## config.mk

```make
export PLATFORM = sky130hd
export DESIGN_NAME = alu_op_sequencer
export DESIGN_NICKNAME = d
export VERILOG_FILES = /design/src/rtl/alu_op_sequencer.sv
export SDC_FILE = /design/constraint.sdc
export NUM_CORES = 1
export LEC_CHECK = 0
export ABC_AREA = 1
export CORE_MARGIN = 2
export CORE_UTILIZATION = 60
export CTS_CLUSTER_DIAMETER = 120
export DETAILED_ROUTE_END_ITERATION = 10
export DONT_BUFFER_PORTS = 1
export GPL_TIMING_DRIVEN = 0
export PLACE_DENSITY_LB_ADDON = 0.1
export SYNTH_ARGS = -nofsm -noshare
export SYNTH_HDL_FRONTEND = slang
export SYNTH_SLANG_ARGS = --single-unit
```

## constraint.sdc

```tcl
create_clock -name clk -period 6.9 [get_ports clk]
set_input_delay 0.345 -clock clk [delete_from_list [all_inputs] [get_ports clk]]
set_output_delay 0.345 -clock clk [all_outputs]
set_load 0.05 [all_outputs]
```

## src/rtl/alu_op_sequencer.sv

```systemverilog
// Sequences requests onto an external combinational ALU, including
// CMPEQ via SUB and a 32-step shift-and-add unsigned multiply.
module alu_op_sequencer (
    input  logic        clk,
    input  logic        reset,
    input  logic        req_valid,
    output logic        req_ready,
    input  logic [3:0]  req_op,
    input  logic [31:0] req_a,
    input  logic [31:0] req_b,
    output logic        rsp_valid,
    input  logic        rsp_ready,
    output logic [31:0] rsp_result,
    output logic        rsp_carryout,
    output logic        rsp_zero,
    output logic        rsp_overflow,
    output logic        rsp_err,
    output logic [2:0]  alu_command,
    output logic [31:0] alu_operandA,
    output logic [31:0] alu_operandB,
    input  logic [31:0] alu_result,
    input  logic        alu_carryout,
    input  logic        alu_zero,
    input  logic        alu_overflow
);

    typedef enum logic [1:0] {IDLE, EXEC, MUL, RESP} state_t;

    localparam logic [3:0] OP_MUL   = 4'd8;
    localparam logic [3:0] OP_CMPEQ = 4'd9;

    state_t      state, state_nxt;
    logic [3:0]  op;
    logic [31:0] a, b;
    logic [31:0] acc, mcand, mplier;
    logic [4:0]  cnt;
    logic        accept;
    logic        is_mul;
    logic        is_ill;

    assign req_ready = (state == IDLE);
    assign accept    = req_valid && req_ready;
    assign is_mul    = (req_op == OP_MUL);
    assign is_ill    = (req_op > OP_CMPEQ);

    always_ff @(posedge clk or posedge reset) begin
        if (reset) state <= IDLE;
        else       state <= state_nxt;
    end

    always_comb begin
        state_nxt = state;
        unique case (state)
            IDLE: begin
                if (accept) begin
                    unique case (1'b1)
                        is_mul:  state_nxt = MUL;
                        is_ill:  state_nxt = RESP;
                        default: state_nxt = EXEC;
                    endcase
                end
            end
            EXEC: state_nxt = RESP;
            MUL:  if (cnt == 5'd31) state_nxt = RESP;
            RESP: if (rsp_ready) state_nxt = IDLE;
            default: state_nxt = IDLE;
        endcase
    end

    // ALU drive is purely a function of state; idle/resp park it at zero
    always_comb begin
        alu_command  = 3'b000;
        alu_operandA = 32'd0;
        alu_operandB = 32'd0;
        unique case (state)
            EXEC: begin
                alu_command  = (op == OP_CMPEQ) ? 3'b001 : op[2:0];
                alu_operandA = a;
                alu_operandB = b;
            end
            MUL: begin
                alu_operandA = acc;
                alu_operandB = mplier[0] ? mcand : 32'd0;
            end
            default: ;
        endcase
    end

    always_ff @(posedge clk or posedge reset) begin
        if (reset) begin
            op           <= 4'd0;
            a            <= 32'd0;
            b            <= 32'd0;
            acc          <= 32'd0;
            mcand        <= 32'd0;
            mplier       <= 32'd0;
            cnt          <= 5'd0;
            rsp_valid    <= 1'b0;
            rsp_result   <= 32'd0;
            rsp_carryout <= 1'b0;
            rsp_zero     <= 1'b0;
            rsp_overflow <= 1'b0;
            rsp_err      <= 1'b0;
        end else begin
            unique case (state)
                IDLE: begin
                    if (accept) begin
                        op <= req_op;
                        a  <= req_a;
                        b  <= req_b;
                        if (is_mul) begin
                            acc    <= 32'd0;
                            mcand  <= req_b;
                            mplier <= req_a;
                            cnt    <= 5'd0;
                        end
                        if (is_ill) begin
                            rsp_valid    <= 1'b1;
                            rsp_result   <= 32'd0;
                            rsp_carryout <= 1'b0;
                            rsp_zero     <= 1'b0;
                            rsp_overflow <= 1'b0;
                            rsp_err      <= 1'b1;
                        end
                    end
                end
                EXEC: begin
                    rsp_valid    <= 1'b1;
                    rsp_carryout <= alu_carryout;
                    rsp_zero     <= alu_zero;
                    rsp_overflow <= alu_overflow;
                    rsp_err      <= 1'b0;
                    if (op == OP_CMPEQ) rsp_result <= {31'd0, alu_zero};
                    else                rsp_result <= alu_result;
                end
                MUL: begin
                    acc    <= alu_result;
                    mcand  <= mcand << 1;
                    mplier <= mplier >> 1;
                    cnt    <= cnt + 5'd1;
                    // last partial sum is the product; flags are ours
                    if (cnt == 5'd31) begin
                        rsp_valid    <= 1'b1;
                        rsp_result   <= alu_result;
                        rsp_zero     <= (alu_result == 32'd0);
                        rsp_carryout <= 1'b0;
                        rsp_overflow <= 1'b0;
                        rsp_err      <= 1'b0;
                    end
                end
                RESP: if (rsp_ready) rsp_valid <= 1'b0;
                default: ;
            endcase
        end
    end

endmodule

```

-- Word-level counts from Yosys, hierarchy flattened
Cells that the tools add are included.
- mux-type cells: 40
- order comparisons: 1
- $mul: 0
- add/subtract/negate cells: 1
- bitwise operators: 0
- shift operators: 0
- reduce and logical (&&, ||, !) cells: 10
- div/mod/pow operators: 0
- equal/unequal tests: 11
- operators with widths (kind ; count):
    $mux 32 ; 11
    $pmux 32 s2 ; 5
    $pmux 32 s3 ; 1
    $logic_not 32->1 ; 1
    $pmux 1 s3 ; 4
    $mux 5 ; 2
    $pmux 5 s2 ; 1
    $eq 4x4->1 const B ; 2
    $mux 1 ; 8
    $pmux 2 s4 ; 1
    $reduce_and 4->1 ; 2
    $mux 2 ; 3
    $mux 3 ; 2
    $ne 2x1->1 const B ; 3
    $reduce_and 3->1 ; 2
    $add 5x1->5 const B ; 1
    $eq 5x5->1 const B ; 1
    $eq 2x2->1 const B ; 2
    $gt 4x4->1 const B ; 1
    $ne 2x2->1 const B ; 2
    $pmux 1 s4 ; 1
    $pmux 2 s2 ; 1
    $reduce_bool 3->1 ; 1
    $eq 2x1->1 const B ; 1
    other kinds (4) ; 4
- register bits after elaboration: 208
- RAM bits: 0
- memories kept: 0
- bits in latches: 0
- output and inout bits: 105
- memory bits (read-only): 0

-- Longest topological paths before layout
- word-level depth: 4
- mapped depth: 14
- depth with buffers taken out: 14

-- Worst setup path before layout
OpenSTA, ideal clock, no wires.
- path kind: register to output
- start point: register state[0]
- end point: output port alu_operandA[12]
- arrival: 2.151 ns
- stages on the path, launching flop included: 8
- required time: 6.555 ns
- setup slack: 4.404 ns
- cells stage by stage: dfrtp_1 inv_1 ha_1 buf_2 buf_2 buf_1 nand2_1 a21oi_1
- word-level cells in the longest chain between the ends: 2
- RTL lines (what ; RTL line ; source):
    start, declared ; 32 ; state_t state, state_nxt;
    start signal, assigned ; 48 ; else state <= state_nxt;
    $eq 2x2->1 or $eq 2x1->1 (tied branches) ; 75 ; unique case (state)
    $pmux 32 s2 (*) ; 75 ;
    end, declared ; 19 ; output logic [31:0] alu_operandA,
Every way passes the cells marked *; elsewhere a longest branch is shown, timed or not.

-- Final worst setup path
- start point: register state[1]
- end point: output port alu_operandA[27]
Same word-level chain as after synthesis.

==> summary.txt <==
Setup path
  • Worst path most repeated cell: clkbuf_1
  • Crit-path leading delay family: buffers and inverters
  • Sum of buffers and inverters on the critical path: 3
  • Cells on worst reg2reg path: 7
  • Worst path arrival time: ~3.5 ns
  • CP endpoint kind: output pin
  • Largest stage delay, worst path: 0.96 ns
  • Levels on crit path: 6
  • Slowest library cell on the worst path: a21oi_1
  • Crit path kind: reg -> out
  • Worst EP required: around 6.6 ns
  • Crit path cell chain: inv_1, ha_1, clkbuf_1, clkbuf_1, nand2_1, a21oi_1
  • Worst Path Max Fanout: 10
  • Startpoint type of the worst setup path: register

Timing
  • Setup tns final: 0 ns
  • Fin crit share: 55.3%
  • Worst Skew: between 0.01 and 0.015 ns
  • Final worst path period need: 3.82 ns
  • RSZ-0062 raised after global routing: no
  • Hold_ws: ~0.0005 ns
  • Final Slew Violations: 0
  • Slew of the pin with the lowest slew margin: ~1.2 ns
  • Slew HR: 18.5%
  • Hold Vio Cnt, Final: 0
  • Final setup fails: 0
  • Fmax achieved: 262 MHz

Logic synthesis
  • Post-synthesis sequential area ratio: about 52%
  • Cell Area, Synth: between 0.009 and 0.01 mm^2
  • Syn Inst Count: ~1200
  • Syn Area/Cell: roughly 8.6 um^2
  • Yosys cell types: 27
  • Syn nets: ~1300
  • Seq cells post-synth: about 210
  • Synth warnings: 0

Final layout
  • Number of nets in the layout: ~1400
  • P&R area growth vs syn: 17.4%
  • Post-layout util: between 70% and 80%
  • Layout cells sized above 1: between 10% and 20%
  • Inserted Diodes: 0

Power
  • Pwr per Cell Area: 539 mW/mm^2
  • Leak pwr: 5.38 nW
  • VDD IR-drop max: 296 uV

Global route
  • Antenna violations before repair: 0
  • All-Layer GR Usage: 31.8%
  • First-pass GRT wire length: between 40 and 50 mm
  • Grt total ovfl: 0
  • Number of global-route vias before repair: 8207
  • Largest net degree at the start of global routing: ~110

Floorplanning
  • Core area: between 0.015 and 0.02 mm^2
  • Rows: 47
  • I/O Pins: around 210
  • Starting Density: between 60 and 70%
  • Die area: between 0.015 and 0.02 mm^2
  • Die height: around 130 um
  • Chip Width: between 100 and 150 um

Detailed routing
  • Router iterations before antenna repair: 5
  • DRC: 0
  • Final wirelength: roughly 28 mm
  • Via count: ~8500
  • Avg WL per Cell: around 19 um
  • ANT nets after route: 0
  • 1st-iter DRT viols: roughly 670
  • Vias per cell: roughly 5.7

Clock tree
  • H-tree lvl count: 1
  • Total CTS buffers: 22
  • Root buffer cell: clkbuf_16
  • CTS Buffer Depth: 3
  • Clock latency on the worst-skew pair: around 0.5 ns
  • CTS tree: built
  • Clock Pin Slew Worst Setup and Hold Paths: 0.06 ns
  • Clock sinks: 208
  • Post-CTS setup buffers: 0

Place
  • Buffers on Ports: 0
  • DP HPWL: a little under 20 mm
  • GP Congestion: 0.891

Outcome
  • Run status: complete, no violations

Hold path
  • Min-Delay Path Depth: 2
  • Hold Path Class: in -> reg

Run
  • Maxcap violations: 0
-- registers in the layout, indices dropped and copies added (netlist names) --
register and count:
state 2, acc 32, rsp_result 32, rsp_overflow 1
cnt 5, rsp_zero 1, a 32, op 4
rsp_err 1, b 32, rsp_valid 1, rsp_carryout 1
mcand 32, mplier 32
-- where the power goes --
part	switching [mW]	internal, mW
Combinational	2.08	0.786
Clock	0.483	0.762
Sequential	0.471	1.72
-- synthesized netlist by cell type, drive strengths merged --
cell	n	area (um^2)
a31oi	31	194
ha	7	87.6
buf	50	250
o22ai	3	18.8
dfrtp	208	5200
nand3	103	515
nor2	25	104
nand4	1	12.5
a21oi	68	340
o21ai	106	542
o211ai	29	218
o21a	1	7.51
nand2	339	1270
xor2	1	8.76
mux2	63	709
o31ai	2	15.0
clkbuf	32	124
inv	91	342
-- layout make-up --
type	instances	area, um^2
plain buffers	82	374
clock buffers	31	646
clock inverters	8	115
fillers	1310	4710
inverters	91	349
multi-input cells	779	4050
flip-flops and latches	208	5200
well taps	220	275
repair buffers	67	688
-- worst reg2reg max path, cell delays in order (launching register included) --
cell and delay, ns:
dfrtp_1 0.43, inv_1 0.12, ha_1 0.68, nand2_1 0.14, buf_2 0.26, o21ai_4 0.37
clkbuf_1 0.36, o21ai_0 0.16
-- per-stage QoR --
step	std cells	instance area, um^2	total power, mW	setup WS (ns)
finish	1486	11700	6.31	3.08
global route	1486	11700	6.69	3.01
CTS	1485	11700	6.30	3.13
detailed placement	1381	10300	4.99	3.68
global placement	1380	10200	4.94	-1.42
floorplan	1160	9970	4.35	0.874
-- repair_timing --
action,in CTS,in global routing
gates resized for setup,0,0
hold buffers,65,1
endpoints found under the hold margin,199,1
-- worst paths after layout --
check	startpoint	end	slack, ns
max in group asynchronous	reset	rsp_result[23]	5.45
min in group asynchronous	reset	mplier[4]	0.43
max	state[1]	alu_operandA[27]	3.08
min reg2reg	acc[14]	acc[14]	0.49
min	req_a[1]	mplier[1]	0.0005
max reg2reg	state[0]	mplier[31]	4.25
-- per-layer routing --
layer / track usage, % / part of all wire (%) / up-vias
met5: 0 / 0 / -
met2: 47.4 / 44 / 351
met3: 7.55 / 9.4 / 54
met4: 10.0 / 2.8 / 0
li1: - / - / 4026
met1: 46.6 / 44 / 4036
-- cells in the final DEF (no fill, tap or decap), types with 2 or more instances in the layout --
cell type      instances
nand2_1              338
dfrtp_1              208
nand3_1              103
o21ai_0               92
inv_1                 88
a21oi_1               68
dlygate4sd3_1         66
mux2_2                63
clkbuf_1              33
buf_2                 32
a31oi_1               31
o211ai_1              29
nor2_1                23
clkbuf_16             23
o21ai_1               13
buf_1                 12
ha_1                   7
buf_4                  6
clkinv_2               5
clkbuf_8               4
clkbuf_2               3
o22ai_1                3
bufinv_16              3
inv_2                  2
o31ai_1                2
-- kinds of logic (layout without fill, tap and decap cells) --
logic type      after synthesis  in the layout  share of synthesized area, %
compound gates              240            240                          13.4
fa+ha+maj                     7              7                         0.879
xor+xnor                      1              1                        0.0879
buf+inv                     173            279                          7.18
flops                       208            208                          52.2
mux                          63             63                          7.12
simple gates                468            468                          19.1
Note: power is estimated with default switching activity, not from simulation.
